## config.mk

```make
export PLATFORM = sky130hd
export DESIGN_NAME = byte_unstripe_n
export DESIGN_NICKNAME = d
export VERILOG_FILES = /design/src/rtl/byte_unstripe_pkg.sv /design/src/rtl/byte_unstripe_n_lane_fifo.sv /design/src/rtl/byte_unstripe_n.sv
export SDC_FILE = /design/constraint.sdc
export NUM_CORES = 1
export LEC_CHECK = 0
export CAP_MARGIN = 20
export CELL_PAD_IN_SITES_DETAIL_PLACEMENT = 1
export CELL_PAD_IN_SITES_GLOBAL_PLACEMENT = 1
export CORE_MARGIN = 2
export CORE_UTILIZATION = 48
export DETAILED_ROUTE_END_ITERATION = 12
export PLACE_DENSITY = 0.82
export RECOVER_POWER = 50
export SLEW_MARGIN = 25
export SYNTH_ARGS = -nofsm -noshare
export SYNTH_HDL_FRONTEND = slang
export SYNTH_SLANG_ARGS = --single-unit
export TNS_END_PERCENT = 100
```

## constraint.sdc

```tcl
create_clock -name clk_2f -period 2.45 [get_ports clk_2f]
set_clock_uncertainty 0.1 [all_clocks]
set_input_delay 0.49 -clock clk_2f [delete_from_list [all_inputs] [get_ports clk_2f]]
set_output_delay 0.49 -clock clk_2f [all_outputs]
set_load 0.05 [all_outputs]
```

## src/rtl/byte_unstripe_pkg.sv

```systemverilog
// Shared definitions for the N-lane byte un-striper: FSM encoding, default idle
// symbol and a constant-safe clog2 helper.
package byte_unstripe_pkg;

  typedef enum logic [0:0] {
    ST_ALIGN = 1'b0,
    ST_RUN   = 1'b1
  } state_e;

  localparam logic [7:0] IDLE_BYTE_DEFAULT = 8'h7C;

  function automatic int clog2(input int value);
    int r;
    r = 0;
    while ((32'sd1 << r) < value) begin
      r = r + 1;
    end
    return r;
  endfunction

endpackage

```

## src/rtl/byte_unstripe_n_lane_fifo.sv

```systemverilog
// Per-lane skew FIFO: combinational head, occupancy counter one bit wider than the
// pointers, and a one-cycle pulse when a push is dropped because the FIFO is full.
module lane_fifo
  import byte_unstripe_pkg::*;
#(
  parameter int WIDTH = 8,
  parameter int DEPTH = 4
) (
  input  logic             clk_2f,
  input  logic             reset,
  input  logic             push,
  input  logic             pop,
  input  logic [WIDTH-1:0] din,
  output logic [WIDTH-1:0] dout,
  output logic             empty,
  output logic             full,
  output logic             ovf_pulse
);

  localparam int AW = clog2(DEPTH);

  logic [WIDTH-1:0] mem_q [DEPTH];
  logic [WIDTH-1:0] mem_d [DEPTH];
  logic [AW-1:0]    wr_ptr_q, wr_ptr_d;
  logic [AW-1:0]    rd_ptr_q, rd_ptr_d;
  logic [AW:0]      count_q, count_d;
  logic             wr_en_s;
  logic             rd_en_s;

  assign empty     = (count_q == (AW+1)'(0));
  assign full      = (count_q == (AW+1)'(DEPTH));
  assign dout      = mem_q[rd_ptr_q];
  // A full FIFO still accepts a push when the same edge pops it.
  assign wr_en_s   = push & (~full | pop);
  assign rd_en_s   = pop & ~empty;
  assign ovf_pulse = push & full & ~pop;

  always_comb begin
    mem_d    = mem_q;
    wr_ptr_d = wr_ptr_q;
    rd_ptr_d = rd_ptr_q;
    count_d  = count_q;
    if (wr_en_s) begin
      mem_d[wr_ptr_q] = din;
      wr_ptr_d        = wr_ptr_q + AW'(1);
    end else begin
      wr_ptr_d = wr_ptr_q;
    end
    if (rd_en_s) begin
      rd_ptr_d = rd_ptr_q + AW'(1);
    end else begin
      rd_ptr_d = rd_ptr_q;
    end
    case ({wr_en_s, rd_en_s})
      2'b10:   count_d = count_q + (AW+1)'(1);
      2'b01:   count_d = count_q - (AW+1)'(1);
      default: count_d = count_q;
    endcase
  end

  always_ff @(posedge clk_2f) begin
    if (!reset) begin
      wr_ptr_q <= AW'(0);
      rd_ptr_q <= AW'(0);
      count_q  <= (AW+1)'(0);
    end else begin
      wr_ptr_q <= wr_ptr_d;
      rd_ptr_q <= rd_ptr_d;
      count_q  <= count_d;
    end
  end

  always_ff @(posedge clk_2f) begin
    mem_q <= mem_d;
  end

endmodule

```

## src/rtl/byte_unstripe_n.sv

```systemverilog
// N-lane byte un-striper: per-lane skew FIFOs drained round-robin into one byte
// stream. Optional BYTE_UNSTRIPE_DROP_IDLE_EN discards idle symbols while aligning.
module byte_unstripe_n
  import byte_unstripe_pkg::*;
#(
  parameter int               LANES     = 2,
  parameter int               WIDTH     = 8,
  parameter int               DEPTH     = 4,
  parameter logic [WIDTH-1:0] IDLE_BYTE = WIDTH'(IDLE_BYTE_DEFAULT)
) (
  input  logic                   clk_2f,
  input  logic                   reset,
  input  logic [LANES*WIDTH-1:0] lane_data,
  input  logic [LANES-1:0]       lane_valid,
  output logic [WIDTH-1:0]       data_out,
  output logic                   valid_out,
  output logic                   aligned,
  output logic [LANES-1:0]       overflow
);

  localparam int RR_W = clog2(LANES);

  state_e           state_q, state_d;
  logic [RR_W-1:0]  rr_q, rr_d;
  logic [WIDTH-1:0] data_out_q, data_out_d;
  logic             valid_out_q, valid_out_d;
  logic [LANES-1:0] overflow_q, overflow_d;

  logic [LANES-1:0] push_s;
  logic [LANES-1:0] pop_s;
  logic [LANES-1:0] empty_s;
  logic [LANES-1:0] unused_full_s;
  logic [LANES-1:0] ovf_s;
  logic [WIDTH-1:0] lane_dout_s [LANES];

  for (genvar g = 0; g < LANES; g++) begin : g_lane
`ifdef BYTE_UNSTRIPE_DROP_IDLE_EN
    // Leading idle fill is skipped only while aligning; in RUN idles are payload.
    assign push_s[g] = lane_valid[g] &
                       ~((state_q == ST_ALIGN) && (lane_data[g*WIDTH +: WIDTH] == IDLE_BYTE));
`else
    assign push_s[g] = lane_valid[g];
`endif

    lane_fifo #(
      .WIDTH (WIDTH),
      .DEPTH (DEPTH)
    ) u_fifo (
      .clk_2f    (clk_2f),
      .reset     (reset),
      .push      (push_s[g]),
      .pop       (pop_s[g]),
      .din       (lane_data[g*WIDTH +: WIDTH]),
      .dout      (lane_dout_s[g]),
      .empty     (empty_s[g]),
      .full      (unused_full_s[g]),
      .ovf_pulse (ovf_s[g])
    );
  end

  always_comb begin
    state_d     = state_q;
    rr_d        = rr_q;
    data_out_d  = data_out_q;
    valid_out_d = 1'b0;
    overflow_d  = overflow_q | ovf_s;
    pop_s       = {LANES{1'b0}};
    case (state_q)
      ST_ALIGN: begin
        rr_d = RR_W'(0);
        if (empty_s == {LANES{1'b0}}) begin
          state_d = ST_RUN;
        end else begin
          state_d = ST_ALIGN;
        end
      end
      ST_RUN: begin
        // An empty current lane stalls the pointer so byte order is preserved.
        if (!empty_s[rr_q]) begin
          pop_s[rr_q] = 1'b1;
          data_out_d  = lane_dout_s[rr_q];
          valid_out_d = 1'b1;
          if (rr_q == RR_W'(LANES - 1)) begin
            rr_d = RR_W'(0);
          end else begin
            rr_d = rr_q + RR_W'(1);
          end
        end else begin
          rr_d = rr_q;
        end
      end
      default: begin
        state_d = ST_ALIGN;
        rr_d    = RR_W'(0);
      end
    endcase
  end

  always_ff @(posedge clk_2f) begin
    if (!reset) begin
      state_q     <= ST_ALIGN;
      rr_q        <= RR_W'(0);
      data_out_q  <= WIDTH'(0);
      valid_out_q <= 1'b0;
      overflow_q  <= {LANES{1'b0}};
    end else begin
      state_q     <= state_d;
      rr_q        <= rr_d;
      data_out_q  <= data_out_d;
      valid_out_q <= valid_out_d;
      overflow_q  <= overflow_d;
    end
  end

  assign data_out  = data_out_q;
  assign valid_out = valid_out_q;
  assign overflow  = overflow_q;
  assign aligned   = (state_q == ST_RUN);

endmodule

```

-- After elaboration in Yosys (flattened, before gate mapping)
Index checks and enable logic that the tools add are counted.
- output and inout bits: 12
- input port bits: 20
- word-level logic and storage cells: 107
- register bits: 91
- order comparisons: 9
- $add $sub $neg: 9
- equality and inequality tests: 7
- reductions and logical operators: 10
- bitwise operators: 24
- mux-type cells: 29
- operators with widths (cell ; count):
    2-to-1 mux 8 bit ; 9
    bitwise mux 32 bit ; 2
    binary-select mux 8 bit (select 2 bit) ; 2
    demux 8 bit (select 2 bit) ; 2
    greater-or-equal comparator 3 bit (second input constant) ; 4
    NOT 2 -> 3 bit ; 4
    one-hot mux 3 bit (2 select lines) ; 2
    adder 2 x 1 -> 2 bit (second input constant) ; 4
    AND 1 bit ; 8
    2-to-1 mux 1 bit ; 8
    NOT 1 bit ; 8
    adder 3 x 1 -> 3 bit (second input constant) ; 2
    == test 3 bit (second input constant) ; 2
    zero test 3 bit ; 2
    < comparator 3 x 1 -> 1 bit (second input constant) ; 2
    subtractor 3 x 1 -> 3 bit (second input constant) ; 2
    == test 2 x 1 -> 1 bit (second input constant) ; 2
    == test 2 bit (second input constant) ; 2
    2-to-1 mux 2 bit ; 2
    AND reduction 2 bit ; 2
    nonzero test 2 bit ; 2
    logical AND 1 bit ; 3
    greater-or-equal comparator 2 bit (second input constant) ; 1
    zero test 2 bit ; 1
    9 further kinds ; 10

-- Longest topological paths before layout
Gate-level depths: netlist of run 1.
- depth after elaboration: 10
- depth in mapped cells: 9
- mapped depth without buffers: 9

-- Hierarchy
A second synthesis of run 1 with hierarchy kept.
- cell total of the unflattened synthesis: 245
- area, all modules: 3837.4 um^2
- modules (own cells, without submodules) (module ; cells each ; area an instance (um^2) ; times used ; sequential area each (um^2)):
    lane_fifo ; 95 ; 1624.1 ; 2 ; 1101.1
    byte_unstripe_n ; 55 ; 589.3 ; 1 ; 260.2

-- Least setup slack after synthesis of run 1
OpenSTA, ideal clock, no wires.
- kind: reg2reg
- start point: register state_q (netlist: aligned)
- end point: register g_lane[0].u_fifo.count_q[2]
- slack: 1 ps
- library setup time: 70 ps
- clock period less this slack: 2449 ps
- cell stages (with the launch flop): 9
- arrival time: 2279 ps
- path buffers: 0
- required time: 2280 ps
- cell sequence: dfxtp_1 > nand2b_2 > nor2_1 > ha_1 > inv_1 > fa_1 > xor2_1 > or3_1 > a21boi_1
- elaborated cells on any way between the ends: 8
- classes of those cells: 2 x eq/ne; 2 x mux; 3 x bitwise; 1 x reduce/logical
- RTL lines (what ; RTL line ; RTL):
    start, declared ; byte_unstripe_n.sv:23 ; state_e state_q, state_d;
    start signal, assigned ; byte_unstripe_n.sv:107 ; state_q <= state_d;
    2-to-1 mux 2 bit (*) ; byte_unstripe_n.sv:68 ; case (state_q)
    AND 1 bit (*) ; byte_unstripe_n_lane_fifo.sv:35 ; assign rd_en_s = pop & ~empty;
    net g_lane[0].u_fifo.rd_en_s ; byte_unstripe_n_lane_fifo.sv:28 ; logic rd_en_s;
    == test 2 x 1 -> 1 bit / == test 2 bit (equally long branches) ; byte_unstripe_n_lane_fifo.sv:54 ; case ({wr_en_s, rd_en_s})
    one-hot mux 3 bit (2 select lines) / nonzero test 2 bit (equally long branches) ; n/a ;
    end signal, assigned ; byte_unstripe_n_lane_fifo.sv:65 ; count_q <= (AW+1)'(0);
    end signal, assigned ; byte_unstripe_n_lane_fifo.sv:69 ; count_q <= count_d;
    end, declared ; byte_unstripe_n_lane_fifo.sv:26 ; logic [AW:0] count_q, count_d;
The timed path passes the listed nets; every way through them passes the cells marked *.
A chain may end at the register's enable or synchronous reset.

-- Worst setup path after layout of run 1
- start point: register rr_q
- end point: register g_lane[0].u_fifo.count_q[2]
- elaborated cells on any way between the ends: 16
- classes of those cells: 2 x order compare; 2 x eq/ne; 7 x mux; 3 x bitwise; 2 x reduce/logical
- RTL lines (what ; RTL line ; RTL):
    start, declared ; byte_unstripe_n.sv:24 ; logic [RR_W-1:0] rr_q, rr_d;
    start signal, assigned ; byte_unstripe_n.sv:108 ; rr_q <= rr_d;
    < comparator 1 x 2 -> 1 bit (not written as such) / greater-or-equal comparator 1 bit (equally long branches) ; byte_unstripe_n.sv:80 ; pop_s[rr_q] = 1'b1;
    logical AND 1 bit (not written as such) ; byte_unstripe_n.sv:80 ;
    2-to-1 mux 1 bit (not written as such) ; byte_unstripe_n.sv:80 ;
    demux 1 bit (select 1 bit) ; byte_unstripe_n.sv:80 ;
    2-to-1 mux 2 bit (*) ; byte_unstripe_n.sv:79 ; if (!empty_s[rr_q]) begin
    2-to-1 mux 2 bit (*) ; byte_unstripe_n.sv:68 ;
    AND 1 bit (*) ; byte_unstripe_n_lane_fifo.sv:35 ;
    net g_lane[0].u_fifo.rd_en_s ; byte_unstripe_n_lane_fifo.sv:28 ;
    == test 2 x 1 -> 1 bit / == test 2 bit (equally long branches) ; byte_unstripe_n_lane_fifo.sv:54 ;
    one-hot mux 3 bit (2 select lines) / nonzero test 2 bit (equally long branches) ; n/a ;
The timed path passes the listed nets; every way through them passes the cells marked *. The select of a mux whose other input is x is not followed.

==> metrics.yaml, run 1 <==
sta:
  finalCritPeriodShare_pct: 92.72
  fmax_mhz: 440.2
  rsz0062_at_grt: "false"
  setup_viol: 0
  finalHoldViolCount: 0
  tightestPinTransition_ns: 1.290
  period_needed_ns: 2.272
  maxSlewHeadroom_pct: 14.03
  slew_viol_final: 0
global_route:
  grt_pass1_vias: 2082
  grt_first_pass_wirelength_microns: 11210
  grt_start_max_net_pins: 19
  antenna_found_initial: 0
  grt_overflow: 0
  grt.total_usage_pct: 17.89
placed_design:
  dpl.hpwl_microns: 4961
  io_buffers: 31
  place.gp.congestion: 0.7413
  place_area_sq_um: 4183
  dp_cells: 362
final_layout:
  design_area_sq_um: 4315
  drive_gt1_share_pct: 14.49
  insertedDiodeCount: 0
  fin_nets: 303
  syn_to_final_growth_pct: 15.62
  stdcell_count: 378
pwr:
  leakage_uw: 0.001442
  p_per_area_nw_per_um2: 736.9
  peakVddDrop_mv: 0.4005
  power.total_uw: 3180
floorplanning:
  die_h_microns: 92.18
  fp-row-count: 32
  die_w_microns: 92.18
  io_pins: 32
  core_area_sq_um: 7647
  start_util_pct: 48.81
  die_area_sq_um: 8497
setup_path:
  path_max_fanout: 5
  worstSetupStartpointType: "register"
  r2r_slack_ns: 0.18
  required_ns: 2.64
  cp.arrival_ns: 2.46
  path_class: "register to register"
  endpoint_kind: "register"
clocking:
  cts_buffers: 9
  post_cts_resized: 0
  path_clk_slew_ns: 0.08
  h-tree-depth: 3
  postCtsHoldBufs: 0
  tritoncts: "built"
  cts_sinks: 91
  clock_latency_ns: 0.35
  post_cts_buffers: 0
  clk_path_buf_depth: 2
  cts_root_buffer: "clkbuf_8"
synthesis:
  yosysWarnings: 0
  syn_inst: 229
  synth-edff-count: 64
  synth_top_cells_by_count: "edfxtp_1 (64), dfxtp_1 (27), and2_1 (19), mux4_2 (16), inv_1 (12)"
  synth_top_area_share_pct: 51.49
  syn_area_sq_um: 3732
  synth_ff_type: "edfxtp_1"
  postSynth.asyncResetShare_pct: 0
  synth_area_leader_cell: "edfxtp_1"
  synth-seq-area-share_pct: 65.97
  synth_most_common_cell: "edfxtp_1"
  ys_ff_latch: 91
  synthTopCellsByArea: "edfxtp_1 (51%), dfxtp_1 (14%), mux4_2 (9.7%)"
  synthesis.nets: 261
  synthDistinctLibCells: 33
  synth.avg_cell_area_sq_um: 16.30
status:
  status: "finished, final reports clean"
detailed_routing:
  dr_total_vias: 2003
  vias_per_cell: 5.299
  drt-pass1-iter-count: 4
  ant_nets: 0
  drt_wl_total_microns: 6810
  drtIter0Drc: 115
  wl_per_cell_microns: 18.02
  drc: 0
min_path:
  hold_path.class: "register to register"
run:
  cap_viol_max_count: 0
cells by family (layout without fill, tap and decap cells):
kind of cell / after synthesis / count (layout) / share of synthesized area [%]
adders and majority gates: 12 / 12 / 4.425
DFF: 91 / 91 / 65.97
xor gates and xnor gates: 10 / 10 / 2.347
AOI/OAI and AO/OA: 30 / 30 / 5.766
and+or+nand+nor: 38 / 38 / 6.135
buffers and inverters: 22 / 69 / 3.017
muxes: 26 / 26 / 12.34
flip-flops by register name (all words and copies together) (netlist names):
register and cells:
g_lane.u_fifo.wr_ptr_q 4, g_lane.u_fifo.rd_ptr_q 4, aligned 1, data_out 8, rr_q 1, g_lane.u_fifo.mem_q 64, overflow 2, g_lane.u_fifo.count_q 6
valid_out 1
worst max-delay path, cell delays in order, from the launching register on:
cell	delay, ns
dfxtp_1	0.36
nand2b_2	0.24
nor2_1	0.27
ha_1	0.23
inv_1	0.06
fa_1	0.37
xor2_1	0.16
or3_1	0.30
a21boi_1	0.13
through the flow:
| stage | TNS (ns) | utilization, % | hold slack [ns] | setup slack (ns) |
|---|---|---|---|---|
| 6_report | 0 | 56.43 | 0.4083 | 0.1783 |
| 5_1_grt | 0 | 56.43 | 0.4800 | 0.04144 |
| 4_1_cts | 0 | 57.22 | 0.4185 | 0.1492 |
| 3_5_place_dp | -0.04432 | 54.70 | 0.3891 | -0.04058 |
| 3_3_place_gp | 0 | 54.70 | 0.3907 | 0.02175 |
| 2_1_floorplan | 0 | - | 0.4256 | 0.001175 |
final timing paths:
check | to | depth (start not counted) | from
hold / removal | overflow[1] | 2 | overflow[1]
setup reg to reg | g_lane[0].u_fifo.count_q[2] | 8 | rr_q
setup / recovery | g_lane[0].u_fifo.count_q[2] | 8 | rr_q
hold reg to reg | overflow[1] | 2 | overflow[1]
layer usage:
| metal | wire (microns) | global-route usage [%] | vias to the layer above |
|---|---|---|---|
| li1 | - | - | 936 |
| met1 | 3010 | 24.03 | 1024 |
| met2 | 3516 | 29.29 | 36 |
| met3 | 207 | 4.437 | 7 |
| met4 | 76 | 4.851 | 0 |
| met5 | 0 | 0 | - |
report_power, final:
part / switching, uW / total (uW) / internal (uW)
logic: 223 / 392 / 168
clock network: 515 / 987 / 472
registers: 58.4 / 1800 / 1740
cell usage in the layout, fill, tap and decap left out, drive strengths merged, types with 8 or more instances in the layout:
cell / synthesis / routed
a21oi: 8 / 8
and2: 19 / 19
clkbuf: 1 / 13
clkdlybuf4s50: 0 / 14
dfxtp: 27 / 27
dlygate4sd3: 0 / 17
edfxtp: 64 / 64
ha: 10 / 10
inv: 14 / 14
mux2i: 10 / 10
mux4: 16 / 16
o21ai: 12 / 12
final cells by class:
cell class                      count  area [sq um]
Clock buffer                       10         127.6
Clock inverter                      6         65.06
Fill cell                         735          3332
Inverter                           14         52.55
Multi-Input combinational cell    116          1121
Sequential cell                    91          2462
Tap cell                          102         127.6
Timing Repair Buffer               39         359.1
No activity file was read; power rests on OpenSTA's default activity.
==> inputs of run 2 (changes only) <==
- PLACE_DENSITY: 0.82 -> unset
- PLACE_DENSITY_LB_ADDON: unset -> 0.1
==> metrics.yaml, run 2 (synthesis gave the netlist of run 1 again) <==
sta:
  fmax_mhz: 441.2
  slew_viol_final: 0
  finalHoldViolCount: 0
  holdWs_ns: 0.4112
  tightestPinTransition_ns: 1.309
  period_needed_ns: 2.266
  rsz0062_at_grt: "false"
  setup_ws_ns: 0.1836
  maxSlewHeadroom_pct: 12.75
  finalCritPeriodShare_pct: 92.50
  setup_viol: 0
  fin_tns_setup_ns: 0
final_layout:
  drive_gt1_share_pct: 15.25
  top_register: "g_lane.u_fifo.mem_q"
  final_common_cell: "edfxtp_1"
  fin_nets: 309
  syn_to_final_growth_pct: 15.69
  largest_register_ffs: 64
  insertedDiodeCount: 0
  layout_common_cells: "edfxtp_1 (64), dfxtp_1 (27), mux4_2 (16), dlygate4sd3_1 (16)"
  stdcell_count: 384
setup_path:
  endpoint_kind: "register"
  path_delay_family: "simple AND/OR/NAND/NOR gates"
  worstSetupStartpoint: "aligned"
  path_max_fanout: 6
  path_buf_inv: 1
  slowest_stage: "dfxtp_1"
  r2r_start: "aligned"
  required_ns: 2.63
  reg2reg_depth: 8
  worstSetupStartpointType: "register"
  critical_path_depth: 8
  path_class: "register to register"
  crit_chain: "nand2b_2 > nor2_1 > ha_1 > inv_1 > fa_1 > xor2_1 > or3_1 > a21boi_1"
  cp.arrival_ns: 2.44
  slowest_delay_ns: 0.45
clocking:
  cts_root_buffer: "clkbuf_8"
  post_cts_resized: 0
  tritoncts: "built"
  path_clk_slew_ns: 0.08
  cts_sinks: 91
  h-tree-depth: 3
  clock_latency_ns: 0.34
  cts_buffers: 9
  post_cts_buffers: 0
  postCtsHoldBufs: 0
  clk_path_buf_depth: 2
global_route:
  grt_pass1_vias: 2161
  grt_first_pass_wirelength_microns: 11270
  grt_start_max_net_pins: 18
  antenna_found_initial: 0
  grt.total_usage_pct: 17.91
  grt_overflow: 0
detailed_routing:
  vias_per_cell: 5.203
  drt-pass1-iter-count: 4
  wl_per_cell_microns: 17.78
  drc: 0
  drt_wl_total_microns: 6826
  ant_nets: 0
  drtIter0Drc: 125
  dr_total_vias: 1998
placed_design:
  place.gp.congestion: 0.7027
  place_ws_ns: -0.04102
  dp_cells: 368
  dpl.hpwl_microns: 4897
  io_buffers: 31
run:
  cap_viol_max_count: 0
pwr:
  leakage_uw: 0.001453
  p_per_area_nw_per_um2: 709.9
  power.total_uw: 3065
  peakVddDrop_mv: 0.3149
floorplanning:
  io_pins: 32
  die_h_microns: 92.18
  start_util_pct: 48.81
  die_area_sq_um: 8497
  core_area_sq_um: 7647
  fp-row-count: 32
  die_w_microns: 92.18
min_path:
  min_from: "overflow[1]"
  hold_path.class: "register to register"
  hold_depth: 2
status:
  status: "finished, final reports clean"
[run 2: cell count changes in the layout (fill, tap and decap cells not counted), sizes merged]
cell	previous run	this run
buf	5	9
dlygate4sd3	17	16
clkdlybuf4s50	14	15
bufinv	1	0
inv	14	15
clkbuf	13	15
[run 2: worst paths after layout]
check,to,slack (ns)
hold / removal,overflow[1],0.41
setup reg to reg,g_lane[0].u_fifo.count_q[2],0.18
hold reg to reg,overflow[1],0.41
setup / recovery,g_lane[0].u_fifo.count_q[2],0.18
[run 2: layout make-up]
class                           instances  area [sq um]
Clock buffer                           10         127.6
Clock inverter                          6         40.04
Fill cell                             755          3329
Inverter                               14         52.55
Multi-Input combinational cell        116          1111
Sequential cell                        91          2462
Tap cell                              102         127.6
Timing Repair Buffer                   45         396.6
[run 2: power by group]
group | switching, uW | internal, uW
clock network | 502 | 367
registers | 51.7 | 1740
logic | 231 | 171
[run 2: stage by stage]
stage	util (%)	instance area, sq um
2_1_floorplan	-	3732
3_3_place_gp	55.12	4215
3_5_place_dp	55.12	4215
4_1_cts	57.31	4383
5_1_grt	56.46	4318
6_report	56.46	4318
[run 2: worst min-delay path, cell delays in order, from the launching register on]
cell     delay (ns)
dfxtp_1        0.34
a41oi_1        0.05
nor2b_1        0.09
[run 2: per-layer routing]
| layer | global-route usage (%) | up-vias | routed length, microns |
|---|---|---|---|
| li1 | - | 946 | - |
| met1 | 23.76 | 1020 | 3158 |
| met2 | 29.29 | 25 | 3432 |
| met3 | 4.191 | 7 | 169 |
| met4 | 5.970 | 0 | 67 |
| met5 | 0 | - | 0 |
==> inputs of run 3 (changes only) <==
- CAP_MARGIN: 20 -> unset
- CTS_CLUSTER_SIZE: unset -> 16
==> results of run 3 <==
Final layout, timing and power as in run 2 (identical DEF).
